==> config.mk <==
export PLATFORM = sky130hd
export DESIGN_NAME = clock_div_mc
export DESIGN_NICKNAME = d
export VERILOG_FILES = /design/src/rtl/clock_div_mc.sv
export SDC_FILE = /design/constraint.sdc
export NUM_CORES = 1
export LEC_CHECK = 0
export ABC_AREA = 1
export CAP_MARGIN = 20
export CORE_ASPECT_RATIO = 1.25
export CORE_MARGIN = 8
export CORE_UTILIZATION = 55
export CTS_BUF_LIST = sky130_fd_sc_hd__clkbuf_8
export DETAILED_ROUTE_END_ITERATION = 7
export GPL_ROUTABILITY_DRIVEN = 0
export PLACE_DENSITY = 0.74
export SLEW_MARGIN = 15
export SYNTH_ARGS = -nofsm -noshare
export SYNTH_HDL_FRONTEND = slang
export SYNTH_SLANG_ARGS = --single-unit
==> constraint.sdc <==
create_clock -name local_clk -period 4.05 [get_ports local_clk]
set_input_delay 0.81 -clock local_clk [delete_from_list [all_inputs] [get_ports local_clk]]
set_output_delay 0.81 -clock local_clk [all_outputs]
set_load 0.1 [all_outputs]
==> src/rtl/clock_div_mc.sv <==
// clock_div_mc
//   N-channel fractional clock divider. Each channel divides local_clk by a
//   programmable integer half-period H. It can optionally stretch every S-th
//   half-period by one cycle, which gives an average period of 2H + 2/S.
//   New configuration and enable changes only take effect at glitch-free
//   boundaries.
//
// Ports
//   local_clk    in   source clock; all logic runs on its rising edge
//   rst          in   asynchronous active-low reset
//   ch_en        in   [NUM_CH]         per-channel run enable (level)
//   cfg_load     in   [NUM_CH]         1-cycle pulse: capture this channel's cfg slice
//   cfg_half     in   [NUM_CH*CNT_W]   half-period, channel i at [i*CNT_W +: CNT_W]
//   cfg_skip     in   [NUM_CH*SKIP_W]  stretch interval, channel i at [i*SKIP_W +: SKIP_W]
//   clk_out      out  [NUM_CH]         divided clocks (registered)
//   rise_stb     out  [NUM_CH]         high in the first cycle clk_out[i] is 1 after being 0
//   cfg_pending  out  [NUM_CH]         high while a captured config waits to become active
//   ch_state     out  [2*NUM_CH]       per-channel state, channel i at [2*i +: 2]
//                                      (0 idle, 1 run, 2 drain)
//
// Config protocol: cfg_load[i] has no back-pressure. Every pulse is accepted
// and overwrites the shadow registers. cfg_pending[i] rises on the cycle after
// the pulse. It falls on the cycle the shadow becomes active: either on the
// next 0->1 edge of clk_out[i], or one cycle later if the channel is idle.
module clock_div_mc #(
  parameter int NUM_CH   = 4,
  parameter int CNT_W    = 8,
  parameter int SKIP_W   = 6,
  parameter int DEF_HALF = 1,
  parameter int DEF_SKIP = 0
) (
  input  logic                       local_clk,
  input  logic                       rst,
  input  logic [NUM_CH-1:0]          ch_en,
  input  logic [NUM_CH-1:0]          cfg_load,
  input  logic [NUM_CH*CNT_W-1:0]    cfg_half,
  input  logic [NUM_CH*SKIP_W-1:0]   cfg_skip,
  output logic [NUM_CH-1:0]          clk_out,
  output logic [NUM_CH-1:0]          rise_stb,
  output logic [NUM_CH-1:0]          cfg_pending,
  output logic [2*NUM_CH-1:0]        ch_state
);

  typedef enum logic [1:0] {
    ST_IDLE  = 2'd0,
    ST_RUN   = 2'd1,
    ST_DRAIN = 2'd2
  } ch_state_e;

  localparam logic [CNT_W-1:0]  DEF_HALF_V = CNT_W'(DEF_HALF);
  localparam logic [SKIP_W-1:0] DEF_SKIP_V = SKIP_W'(DEF_SKIP);
  localparam logic [CNT_W-1:0]  ONE_H      = CNT_W'(1);
  localparam logic [SKIP_W-1:0] ONE_S      = SKIP_W'(1);

  for (genvar i = 0; i < NUM_CH; i++) begin : g_ch
    ch_state_e         state_q, state_d;
    logic [CNT_W-1:0]  half_q, half_d, act_half_q, act_half_d, sh_half_q, sh_half_d;
    logic [SKIP_W-1:0] skip_q, skip_d, act_skip_q, act_skip_d, sh_skip_q, sh_skip_d;
    logic              stretch_q, stretch_d, clk_q, clk_d, rise_q, rise_d, pend_q, pend_d;
    logic [CNT_W-1:0]  h_eff;
    logic              active, terminal, last_skip, toggle, rising, go_idle;

    always_comb begin
      // A programmed half-period of 0 behaves as 1.
      h_eff     = (act_half_q == '0) ? ONE_H : act_half_q;
      // An idle channel whose enable is seen starts counting in the same cycle.
      active    = (state_q != ST_IDLE) || ch_en[i];
      terminal  = active && !stretch_q && (half_q >= h_eff - ONE_H);
      last_skip = (act_skip_q != '0) && (skip_q >= act_skip_q - ONE_S);
      // stretch_q marks the single extra cycle inserted after a delayed terminal.
      toggle    = active && (stretch_q || (terminal && !last_skip));
      rising    = toggle && !clk_q;
      // Stop only at a falling toggle, or on a low cycle with no toggle.
      // This way a high phase is never cut short.
      go_idle   = active && !ch_en[i] && (clk_q ? toggle : !toggle);

      state_d    = state_q;
      half_d     = half_q;
      skip_d     = skip_q;
      stretch_d  = stretch_q;
      clk_d      = clk_q;
      rise_d     = 1'b0;
      pend_d     = pend_q;
      act_half_d = act_half_q;
      act_skip_d = act_skip_q;
      sh_half_d  = sh_half_q;
      sh_skip_d  = sh_skip_q;

      if (go_idle) begin
        state_d   = ST_IDLE;
        clk_d     = 1'b0;
        half_d    = '0;
        skip_d    = '0;
        stretch_d = 1'b0;
      end else if (active) begin
        state_d = ch_en[i] ? ST_RUN : ST_DRAIN;
        if (stretch_q) begin
          stretch_d = 1'b0;
          half_d    = '0;
          skip_d    = '0;
        end else if (terminal) begin
          if (last_skip) begin
            // Hold the counter at terminal for one more cycle; no wrap.
            stretch_d = 1'b1;
          end else begin
            half_d = '0;
            skip_d = (act_skip_q != '0) ? skip_q + ONE_S : '0;
          end
        end else begin
          half_d = half_q + ONE_H;
        end
        if (toggle) begin
          clk_d  = !clk_q;
          rise_d = !clk_q;
        end
        if (rising && pend_q) begin
          act_half_d = sh_half_q;
          act_skip_d = sh_skip_q;
          half_d     = '0;
          skip_d     = '0;
          pend_d     = 1'b0;
        end
      end else if (pend_q) begin
        // Idle channel with clk_out low: nothing to protect, so apply now.
        act_half_d = sh_half_q;
        act_skip_d = sh_skip_q;
        pend_d     = 1'b0;
      end

      // A load that coincides with an apply wins, so the newest value stays pending.
      if (cfg_load[i]) begin
        sh_half_d = cfg_half[i*CNT_W +: CNT_W];
        sh_skip_d = cfg_skip[i*SKIP_W +: SKIP_W];
        pend_d    = 1'b1;
      end
    end

    always_ff @(posedge local_clk or negedge rst) begin
      if (!rst) begin
        state_q    <= ST_IDLE;
        half_q     <= '0;
        skip_q     <= '0;
        stretch_q  <= 1'b0;
        clk_q      <= 1'b0;
        rise_q     <= 1'b0;
        pend_q     <= 1'b0;
        act_half_q <= DEF_HALF_V;
        act_skip_q <= DEF_SKIP_V;
        sh_half_q  <= DEF_HALF_V;
        sh_skip_q  <= DEF_SKIP_V;
      end else begin
        state_q    <= state_d;
        half_q     <= half_d;
        skip_q     <= skip_d;
        stretch_q  <= stretch_d;
        clk_q      <= clk_d;
        rise_q     <= rise_d;
        pend_q     <= pend_d;
        act_half_q <= act_half_d;
        act_skip_q <= act_skip_d;
        sh_half_q  <= sh_half_d;
        sh_skip_q  <= sh_skip_d;
      end
    end

    assign clk_out[i]        = clk_q;
    assign rise_stb[i]       = rise_q;
    assign cfg_pending[i]    = pend_q;
    assign ch_state[2*i +: 2] = state_q;
  end

endmodule

## After elaboration in Yosys (flattened, before gate mapping)

Index checks and enable logic that the tools add are counted.

| cells by class | value |
|---|---|
| order comparisons | 8 |
| multiplexer cells | 156 |
| div/mod/pow operators | 0 |
| reductions and logical operators | 112 |
| equality and inequality tests | 20 |
| add/sub/neg operators | 16 |
| $mul | 0 |
| shift-type cells | 0 |
| bitwise logic cells | 4 |

Operators with widths:

| kind | number |
|---|---|
| 8-bit 2-to-1 mux | 40 |
| 6-bit 2-to-1 mux | 40 |
| 1-bit 2-to-1 mux | 64 |
| 1-bit logical AND | 36 |
| 8-bit by 1-bit adder with 8-bit output (second input constant) | 4 |
| 8-bit greater-or-equal comparator | 4 |
| 8-bit logical NOT | 4 |
| 2-bit nonzero test | 16 |
| 8-bit by 1-bit subtractor with 8-bit output (second input constant) | 4 |
| 6-bit by 1-bit adder with 6-bit output (second input constant) | 4 |
| 6-bit greater-or-equal comparator | 4 |
| 2-bit 2-to-1 mux | 12 |
| 2-bit AND reduction | 12 |
| 3-bit AND reduction | 8 |
| 6-bit nonzero test | 4 |
| 6-bit by 1-bit subtractor with 6-bit output (second input constant) | 4 |
| 1-bit logical NOT | 20 |
| 5-bit by 3-bit != test with 1-bit output (second input constant) | 4 |
| 4-bit by 2-bit != test with 1-bit output (second input constant) | 4 |
| 4-bit nonzero test | 4 |
| 3-bit by 2-bit != test with 1-bit output (second input constant) | 4 |
| 1-bit logical OR | 8 |
| 2-bit by 1-bit != test with 1-bit output (second input constant) | 4 |
| 2-bit != test (second input constant) | 4 |
| 1-bit NOT | 4 |

| word-level totals | value |
|---|---|
| flip-flop bits (word level) | 192 |
| word-level logic and storage cells | 360 |
| memories kept | 0 |
| latch bits | 0 |
| bits in writable memories | 0 |
| output and inout bits | 20 |
| memory bits (read-only) | 0 |

## Longest topological paths before layout

Gate-level depths: netlist of the first run.

| logic depth | value |
|---|---|
| depth in word-level cells | 14 |
| gate-level depth with buffers | 28 |
| depth with buffers taken out | 28 |

## Worst setup path after synthesis of the first run

No wires, ideal clock.

| timing | value |
|---|---|
| path kind | register to register |
| start point | register g_ch[0].act_half_q[2] |
| end point | register g_ch[0].half_q[4] |
| stages on the path, launching flop included | 28 |
| required time | 3.976 ns |
| path buffers | 1 |
| setup time | 0.074 ns |
| arrival | 3.304 ns |
| clock period less this slack | 3.378 ns |
| path slack | 0.672 ns |
| cells stage by stage | dfrtp_1 > inv_1 > nand2_1 > nor3_1 > nand3_1 > nand2_1 > inv_1 > ha_1 > nand3_1 > nor3_1 > xor2_1 > ha_1 > nand2_1 > o21a_1 > nand2_2 > nand3_1 > nand2_1 > nand2_1 > inv_1 > ha_1 > nand2_4 > nand2_4 > inv_4 > nand4_2 > nand2_2 > buf_6 > nand2_2 > o21ai_2 |

| between the ends | value |
|---|---|
| cells in the longest elaborated chain, start to end | 13 |
| elaborated cells between the ends (all ways) | 21 |
| classes of those cells | add/sub (1); order compare (1); eq/ne (1); mux (7); reduce/logical (11) |

RTL lines:

| element | RTL line | RTL |
|---|---|---|
| from (decl) | 57 | `logic [CNT_W-1:0] half_q, half_d, act_half_q, act_half_d, sh_half_q, sh_half_d;` |
| from (signal assigned) | 159 | `act_half_q <= act_half_d;` |
| 8-bit logical NOT | 65 | `h_eff = (act_half_q == '0) ? ONE_H : act_half_q;` |
| 8-bit 2-to-1 mux * | 65 |  |
| 8-bit by 1-bit subtractor with 8-bit output * | 68 | `terminal = active && !stretch_q && (half_q >= h_eff - ONE_H);` |
| 8-bit greater-or-equal comparator * | 68 |  |
| 1-bit logical AND * | 68 |  |
| 1-bit logical AND | 71 | `toggle = active && (stretch_q \|\| (terminal && !last_skip));` |
| 1-bit logical OR | 71 |  |
| 1-bit logical AND | 71 |  |
| 1-bit logical NOT or 1-bit logical AND (tied branches) | 75, 72 |  |
| 1-bit 2-to-1 mux or 1-bit logical AND (tied branches) | 75, 116 |  |
| 1-bit logical AND or 8-bit 2-to-1 mux (tied branches) | 75, 116 |  |
| 5-bit by 3-bit != test with 1-bit output (no line), or another cell as far along | -- |  |
| 2-bit AND reduction (no line) or 8-bit 2-to-1 mux (tied branches) | -- |  |
| to (signal assigned) | 153 | `half_q <= half_d;` |
| to (decl) | 57 |  |

Mark *: on every way between the ends. The rest lies on a longest branch, timed or not. The select of a mux whose other input is x is not followed.
A chain may end at the register's enable or synchronous reset.

## Final worst setup path of the first run

| timing | value |
|---|---|
| start point | register g_ch[0].act_half_q[4] |
| end point | register g_ch[0].half_q[6] |

The elaborated chain is that of the path after synthesis.

==> reports/metrics.cfg, run 1 <==
[synth]
ys.flop_type = dfrtp_1
syn_area_per_cell_um2 = 7.93
synthArstFlopShare = 1.00
synth-seq-cells = 192
postSynthCellCount = 1471
yosysWarnings = 0
synthesis.nets = 1617
yosysSeqAreaShare = 0.413
post-synth-top-area-cell = dfrtp_1
synthTopCellsByArea = dfrtp_1 39%, nand2_1 13%, ha_1 8.6%
syn_area_um2 = 11700
synth_top_area_share = 0.395
synth_edf_count = 0
ys_types = 41

[timing]
finClkSkew_ps = 16.6
maxSlewViolCount = 0
rsz0062_at_grt = false
max-slew-margin-rel = 0.335
fmax_ghz = 0.270
setup_viol = 0
period_share = 0.916
finalHoldViolations = 0
setup-tns-final_ps = 0
worstMarginPinSlew_ps = 995
period_needed_ps = 3710

[worst_setup_path]
reg2reg_from = g_ch[0].act_half_q[4]
required_ps = 4460
worstSetupStartpointType = flip-flop
crit_fanout = 7
crit_type = reg2reg
r2r-end = g_ch[0].half_q[6]
reg2reg_depth = 27
critical_path_arrival_ps = 4110
reg2reg_slack_ps = 340
worstSetupEndpointType = flip-flop

[global_route]
grt_max_degree = 77
globalRoute.totalOverflow = 0
track_usage = 0.178
grt_pass1_vias = 9059
grt_pass1_wl_um = 39400
antenna_found_initial = 0

[detailed_routing]
drcViolationCount = 0
via_count = 9134
routed_via_density = 5.00
dr.pass1.iters = 5
routed_wl_um = 22100
drt.antenna.violating_nets = 0
wire_per_inst_um = 12.1
drt_iter0_drc = 443

[power_and_ir_drop]
p_total_w = 0.00869
p_per_area_nw_per_um2 = 660
ir_drop_mv = 0.340
p_leak_nw = 6.83

[cts]
clk_path_buf_depth = 2
clock_sinks = 192
cts_root_buf = clkbuf_8
path_clk_slew_ps = 100
cts_tree = done
cts_hold_buf = 0
cts-htree-levels = 4
clk_latency_ps = 460
cts_buffers = 17

[cells_and_area]
diodes = 0
drive_above_1_share = 0.0985
area_growth_pct = 12.9
mostFrequentLayoutCell = nand2_1
nFillCells = 1868
layout_common_cells = 413 x nand2_1, 205 x inv_1, 183 x dfrtp_1, 103 x nor2_1, 84 x clkdlybuf4s50_1
nNetsFinal = 1686

[floorplan]
coreArea_um2 = 20800
die_w_um = 146
dieArea_um2 = 26200
start_util = 0.561
rows = 59
pin_count = 86
die_h_um = 179

[min_path]
hp-class = in2async

[place]
hpwl_um = 16600
port_buffers = 85

[job]
cap_viol_max_count = 0

[outcome]
status = finished clean

## how the worst max path moves through the flow
stage,start,to,slack (ps),cells after the start
after floorplan,g_ch[0].act_half_q[2],g_ch[0].half_q[4],670,27
after global placement,g_ch[0].act_half_q[2],g_ch[0].half_q[7],390,27
after detailed placement,g_ch[0].act_half_q[2],g_ch[0].half_q[6],170,27
after CTS,g_ch[0].act_half_q[2],g_ch[0].half_q[6],90,27
after global routing,g_ch[2].act_half_q[3],g_ch[2].half_q[5],20,27
final,g_ch[0].act_half_q[4],g_ch[0].half_q[6],340,27
## per-layer routing
metal | routed length [µm] | track usage | vias to the layer above
li1 | - | - | 4770
met4 | 320 | 0.0516 | 0
met1 | 9760 | 0.205 | 4220
met2 | 11400 | 0.332 | 116
met5 | 0 | 0 | -
met3 | 602 | 0.0326 | 28
## synth_stat cells, types with 3 or more instances
cell type / count
o21ai_2: 3
o22ai_1: 4
nor2_4: 9
inv_1: 202
nand2_1: 417
buf_6: 3
nand3b_1: 3
ha_1: 80
inv_4: 4
nand2_2: 25
nand4_1: 53
buf_4: 12
a21oi_1: 12
dfstp_2: 8
xnor2_1: 20
buf_2: 13
o21a_1: 4
inv_2: 14
o21ai_1: 57
nor3_1: 21
xor2_1: 40
nand3_2: 6
o21ai_0: 59
nand2_4: 11
nand3_4: 10
o21bai_1: 4
nor2_1: 103
a21o_1: 4
dfrtp_1: 184
clkbuf_1: 16
nor2_2: 6
nand3_1: 49
## state kept, by name, summed over array words and instances, names as in the netlist
signal	cells
g_ch.sh_skip_q	24
g_ch.act_skip_q	24
g_ch.sh_half_q	32
g_ch.pend_q	4
g_ch.stretch_q	4
g_ch.act_half_q	32
g_ch.rise_q	4
g_ch.state_q	8
g_ch.half_q	32
g_ch.clk_q	4
g_ch.skip_q	24
## per-stage QoR
step	hold slack, ps	util	setup slack (ps)	instances	instance area (µm²)
finish	315	0.633	342	1827	13200
global route	331	0.633	23.9	1827	13200
CTS	318	0.629	90.1	1822	13100
detailed placement	471	0.608	168	1790	12700
global placement	466	0.608	390	1790	12700
floorplan	453	-	672	1471	11700
## cells by family (layout without fill, tap and decap cells)
family | count (synthesis) | after routing | share of synthesized area
and+or+nand+nor | 722 | 722 | 0.293
xor gates and xnor gates | 60 | 60 | 0.0450
AOI/OAI and AO/OA | 151 | 151 | 0.0698
adders and majority gates | 80 | 80 | 0.0858
DFF | 192 | 192 | 0.413
buffers and inverters | 266 | 348 | 0.0940
## cell type report
type	count	area, µm²	area share
Multi-Input combinational cell	1013	5800	0.440
Sequential cell	192	4820	0.366
Timing Repair Buffer	94	935	0.0709
Inverter	222	848	0.0644
Tap cell	274	343	0.0260
Clock buffer	18	248	0.0188
Clock inverter	14	188	0.0142
## where the power goes
part,internal (W),switching (W),total (W)
Combinational,0.00165,0.00278,0.00444
Clock,0.000691,0.000694,0.00138
Sequential,0.00240,0.000469,0.00287
## critical path: stages, from the launching register on
cell and delay (ps):
dfrtp_1 420, inv_1 110, nand2_1 100, nor3_2 200
nand3_1 90, nand2_1 110, inv_1 80, ha_2 210
nand3_2 110, nor3_2 50, xor2_1 140, ha_1 280
nand2_1 60, o21a_1 190, nand2_2 90, nand3_1 110
nand2_1 100, nand2_1 90, inv_1 70, ha_1 260
nand2_4 130, nand2_4 80, inv_4 60, nand4_2 120
nand2_4 120, buf_4 150, nand2_2 50, nand2_1 70
## timing repair
action / 4_1_cts / 5_1_grt
setup buffers: 0 / 5
setup endpoints to repair: 0 / 33
resized for setup: 0 / 11
Note: power is estimated with default switching activity, not from simulation.
==> inputs of run 2 (changes only) <==
--- a/config.mk
+++ b/config.mk
@@ -11,6 +11,7 @@
 export CORE_MARGIN = 8
 export CORE_UTILIZATION = 55
 export CTS_BUF_LIST = sky130_fd_sc_hd__clkbuf_8
+export CTS_CLUSTER_DIAMETER = 150
 export DETAILED_ROUTE_END_ITERATION = 7
 export GPL_ROUTABILITY_DRIVEN = 0
 export PLACE_DENSITY = 0.74
==> results of run 2 <==
Same layout as run 1: the final DEF is identical, and so are final timing and power.
==> inputs of run 3 (changes only) <==
--- a/config.mk
+++ b/config.mk
@@ -5,7 +5,7 @@
 export SDC_FILE = /design/constraint.sdc
 export NUM_CORES = 1
 export LEC_CHECK = 0
-export ABC_AREA = 1
+export ABC_AREA = 0
 export CAP_MARGIN = 20
 export CORE_ASPECT_RATIO = 1.25
 export CORE_MARGIN = 8
@@ -14,7 +14,7 @@
 export CTS_CLUSTER_DIAMETER = 150
 export DETAILED_ROUTE_END_ITERATION = 7
 export GPL_ROUTABILITY_DRIVEN = 0
-export PLACE_DENSITY = 0.74
+export PLACE_DENSITY = 0.76
 export SLEW_MARGIN = 15
 export SYNTH_ARGS = -nofsm -noshare
 export SYNTH_HDL_FRONTEND = slang
==> reports/metrics.cfg, run 3 <==
[timing]
setup-tns-final_ps = -23970  ; -23970 ps
fin_ws_ps = -535  ; -877 ps
finalHoldViolations = 0  ; unchanged
finClkSkew_ps = 19.1  ; +2.53 ps
setup_viol = 86  ; +86
worstMarginPinSlew_ps = 1030  ; +34.1 ps
fmax_ghz = 0.218  ; -19%
maxSlewViolCount = 0  ; unchanged
rsz0062_at_grt = true
max-slew-margin-rel = 0.312  ; -0.0228
period_needed_ps = 4580  ; +877 ps
period_share = 1.13  ; +0.216

[power_and_ir_drop]
p_comb_frac = 0.525  ; +0.015
sequentialPowerShare = 0.334  ; +0.004
ir_drop_mv = 0.365  ; +7.4%
p_per_area_nw_per_um2 = 652  ; -1.1%
pwr-share-clk = 0.141  ; -0.018
p_switching_w = 0.00351  ; -11%
switching_share = 0.403  ; -0.0513
p_int_w = 0.00521  ; +9.7%
p_leak_nw = 5.97  ; -13%

[place]
hpwl_um = 15000  ; -9.8%
port_buffers = 85  ; unchanged
dpl.cell_count = 1296  ; -28%

[synth]
post-synth-top-area-cell = dfrtp_1
synth_compound_gate_area_share = 0.0988  ; +0.0290
ys_top_cells_by_count = 184 x dfrtp_1, 89 x mux2_2, 80 x ha_1
synthArstFlopShare = 1.00  ; unchanged
synth_fa_ha_area_frac = 0.0966  ; +0.0108
yosysSeqAreaShare = 0.465  ; +0.0521
syn_area_um2 = 10400  ; -11%
postSynthCellCount = 937  ; -36%
synth_simple_gate_area_frac = 0.132  ; -0.161
synthesis.nets = 1083  ; -33%
synth_top_family_by_area = simple AND/OR/NAND/NOR gates
synthTopCellsByArea = dfrtp_1 44%, mux2_2 9.7%, ha_1 9.7%
synth_top_area_share = 0.444  ; +0.0498
synth.most_common_cell = dfrtp_1
synthMuxAreaShare = 0.129  ; +0.129
yosysWarnings = 0  ; unchanged
synth_edf_count = 0  ; unchanged
ys.flop_type = dfrtp_1
syn_area_per_cell_um2 = 11.1  ; +39%
synth-seq-cells = 192  ; unchanged
ys_types = 70  ; +71%
synth_xor_area_frac = 0.0482  ; +0.00315

[detailed_routing]
drt_iter0_drc = 354  ; -20%
routed_via_density = 5.62  ; +12%
drcViolationCount = 0  ; unchanged
via_count = 7620  ; -17%
wire_per_inst_um = 16.0  ; +33%
routed_wl_um = 21800  ; -1.4%
dr.pass1.iters = 6  ; +1
drt.antenna.violating_nets = 0  ; unchanged

[worst_setup_path]
worstSetupStartpointType = flip-flop
max_stage_delay_ps = 570  ; +150 ps
crit_fanout = 5  ; -2
cp_slowest_cell = or4b_4
crit_type = reg2reg
path_cells = or4_4 > or3_4 > nor2_4 > nor2_2 > ha_2 > nand2b_4 > nor4_2 > xnor2_1 > ha_1 > a21oi_2 > o211ai_1 > o21bai_4 > o211ai_1 > a21oi_2 > ha_4 > a21oi_4 > o31a_1 > nand2b_1 > or4b_4 > nand3_4 > mux2i_1 > nor3_1
worstSetupEndpointType = flip-flop
required_ps = 4430  ; -30 ps
critical_path_arrival_ps = 4970  ; +860 ps

[outcome]
status = complete, but fails checks
violations = setup timing

[cells_and_area]
drive_above_1_share = 0.322  ; +0.223
seqCellArea_um2 = 4810  ; about the same
nNetsFinal = 1258  ; -25%
multiInputGateArea_um2 = 5990  ; +3.3%
nFillCells = 1347  ; -28%
fin_cells = 1357  ; -26%
reg.largest.list = g_ch.act_half_q: 32 flops, g_ch.half_q: 32 flops, g_ch.sh_half_q: 32 flops
area_growth_pct = 29.0
diodes = 0  ; unchanged
layout_common_cells = 184 x dfrtp_1, 84 x clkdlybuf4s50_1, 80 x buf_4, 73 x ha_1, 67 x mux2_2
mostFrequentLayoutCell = dfrtp_1

[global_route]
grt_max_degree = 116  ; +51%
globalRoute.totalOverflow = 0  ; unchanged
track_usage = 0.182  ; +0.00329
grt_pass1_vias = 7829  ; -14%
grt_pass1_wl_um = 35600  ; -9.5%
antenna_found_initial = 0  ; unchanged

[floorplan]
start_util = 0.556  ; -0.00467
dieArea_um2 = 23500  ; -10%
die_h_um = 169  ; -5.3%
coreArea_um2 = 18600  ; -10%
pin_count = 86  ; unchanged
die_w_um = 139  ; -5.1%
rows = 56  ; -5.1%

[job]
cap_viol_max_count = 0  ; unchanged

[cts]
clk_path_buf_depth = 2  ; unchanged
cts_tree = done
clk_latency_ps = 480  ; +20 ps
path_clk_slew_ps = 120  ; +20 ps
cts_hold_buf = 0  ; unchanged
cts_buffers = 17  ; unchanged
clock_sinks = 192  ; unchanged
cts-htree-levels = 4  ; unchanged
cts_root_buf = clkbuf_8

[min_path]
hp-class = in2async

## run 3: changes by cell type in the layout (fill, tap and decap cells not counted), moves of 23 or more
cell | previous run | this run
buf_4 | 8 | 80
inv_1 | 205 | 36
mux2_2 | 0 | 67
mux2_4 | 0 | 36
nand2_1 | 413 | 39
nand2_2 | 28 | 5
nand3_1 | 48 | 24
nand4_1 | 53 | 14
nor2_1 | 103 | 58
o21ai_0 | 59 | 10
o21ai_1 | 57 | 28
## run 3: stage by stage
stage	util	worst slack, ps	hold WS, ps	instance area (µm²)	power (W)
after floorplan	-	-470	443	10600	0.00554
after global placement	0.651	-434	464	12100	0.00654
after detailed placement	0.651	-585	470	12100	0.00669
after CTS	0.685	-517	444	12800	0.00820
after global routing	0.717	-736	496	13400	0.00936
final	0.717	-535	399	13400	0.00872
## run 3: path summary, 6_finish.rpt
check	start	end	slack, ps	cells past startpoint
setup / recovery	g_ch[3].act_half_q[3]	g_ch[3].half_q[5]	-530	22
hold / removal	rst	g_ch[2].sh_half_q[4]	400	1
setup reg to reg	g_ch[3].act_half_q[3]	g_ch[3].half_q[5]	-530	22
hold reg to reg	g_ch[0].sh_skip_q[0]	g_ch[0].act_skip_q[0]	490	1
max in group asynchronous	rst	g_ch[3].act_half_q[0]	2790	2
min in group local_clk	g_ch[0].sh_skip_q[0]	g_ch[0].act_skip_q[0]	490	1
## run 3: worst max-delay path, delay by kind of cell (launching register included)
family | cells | cell delay [ps]
DFF | 1 | 390
xor gates and xnor gates | 1 | 130
adders and majority gates | 3 | 730
and+or+nand+nor | 10 | 1970
AOI/OAI and AO/OA | 7 | 1080
muxes | 1 | 190
## run 3: layout make-up
cell class                      count  share of cell area
Sequential cell                   192               0.360
Clock inverter                     15              0.0109
Multi-Input combinational cell    675               0.448
Tap cell                          232              0.0217
Timing Repair Buffer              188               0.131
Clock buffer                       17              0.0175
Inverter                           38              0.0107
## run 3: routing by layer
| layer | GRT usage | vias up | wire length [µm] |
|---|---|---|---|
| li1 | - | 3717 | - |
| met1 | 0.210 | 3757 | 9360 |
| met2 | 0.326 | 113 | 11500 |
| met3 | 0.0332 | 33 | 559 |
| met4 | 0.0765 | 0 | 401 |
| met5 | 0 | - | 0 |
## run 3: repair_timing
item | in CTS | in global routing
pin swaps | 40 | 61
buffers inserted | 15 | 20
resized for setup | 34 | 120
cloned | 1 | 2
setup endpoints to repair | 86 | 119
## run 3: power by group through the flow
stage / sequential (W) / combinational, W / clock, W
finish: 0.00291 / 0.00458 / 0.00123
global route: 0.00299 / 0.00503 / 0.00134
CTS: 0.00288 / 0.00405 / 0.00127
detailed placement: 0.00291 / 0.00378 / 0
global placement: 0.00289 / 0.00366 / 0
floorplan: 0.00289 / 0.00265 / 0
## run 3: kinds of logic (layout without fill, tap and decap cells)
| family | Yosys count | count (layout) |
|---|---|---|
| adder cells (fa/ha/maj) | 80 | 80 |
| AO/OA/AOI/OAI | 148 | 148 |
| AND/OR/NAND/NOR | 270 | 271 |
| multiplexers | 119 | 119 |
| buffers and inverters | 71 | 258 |
| flip-flops | 192 | 192 |
| XOR/XNOR | 57 | 57 |
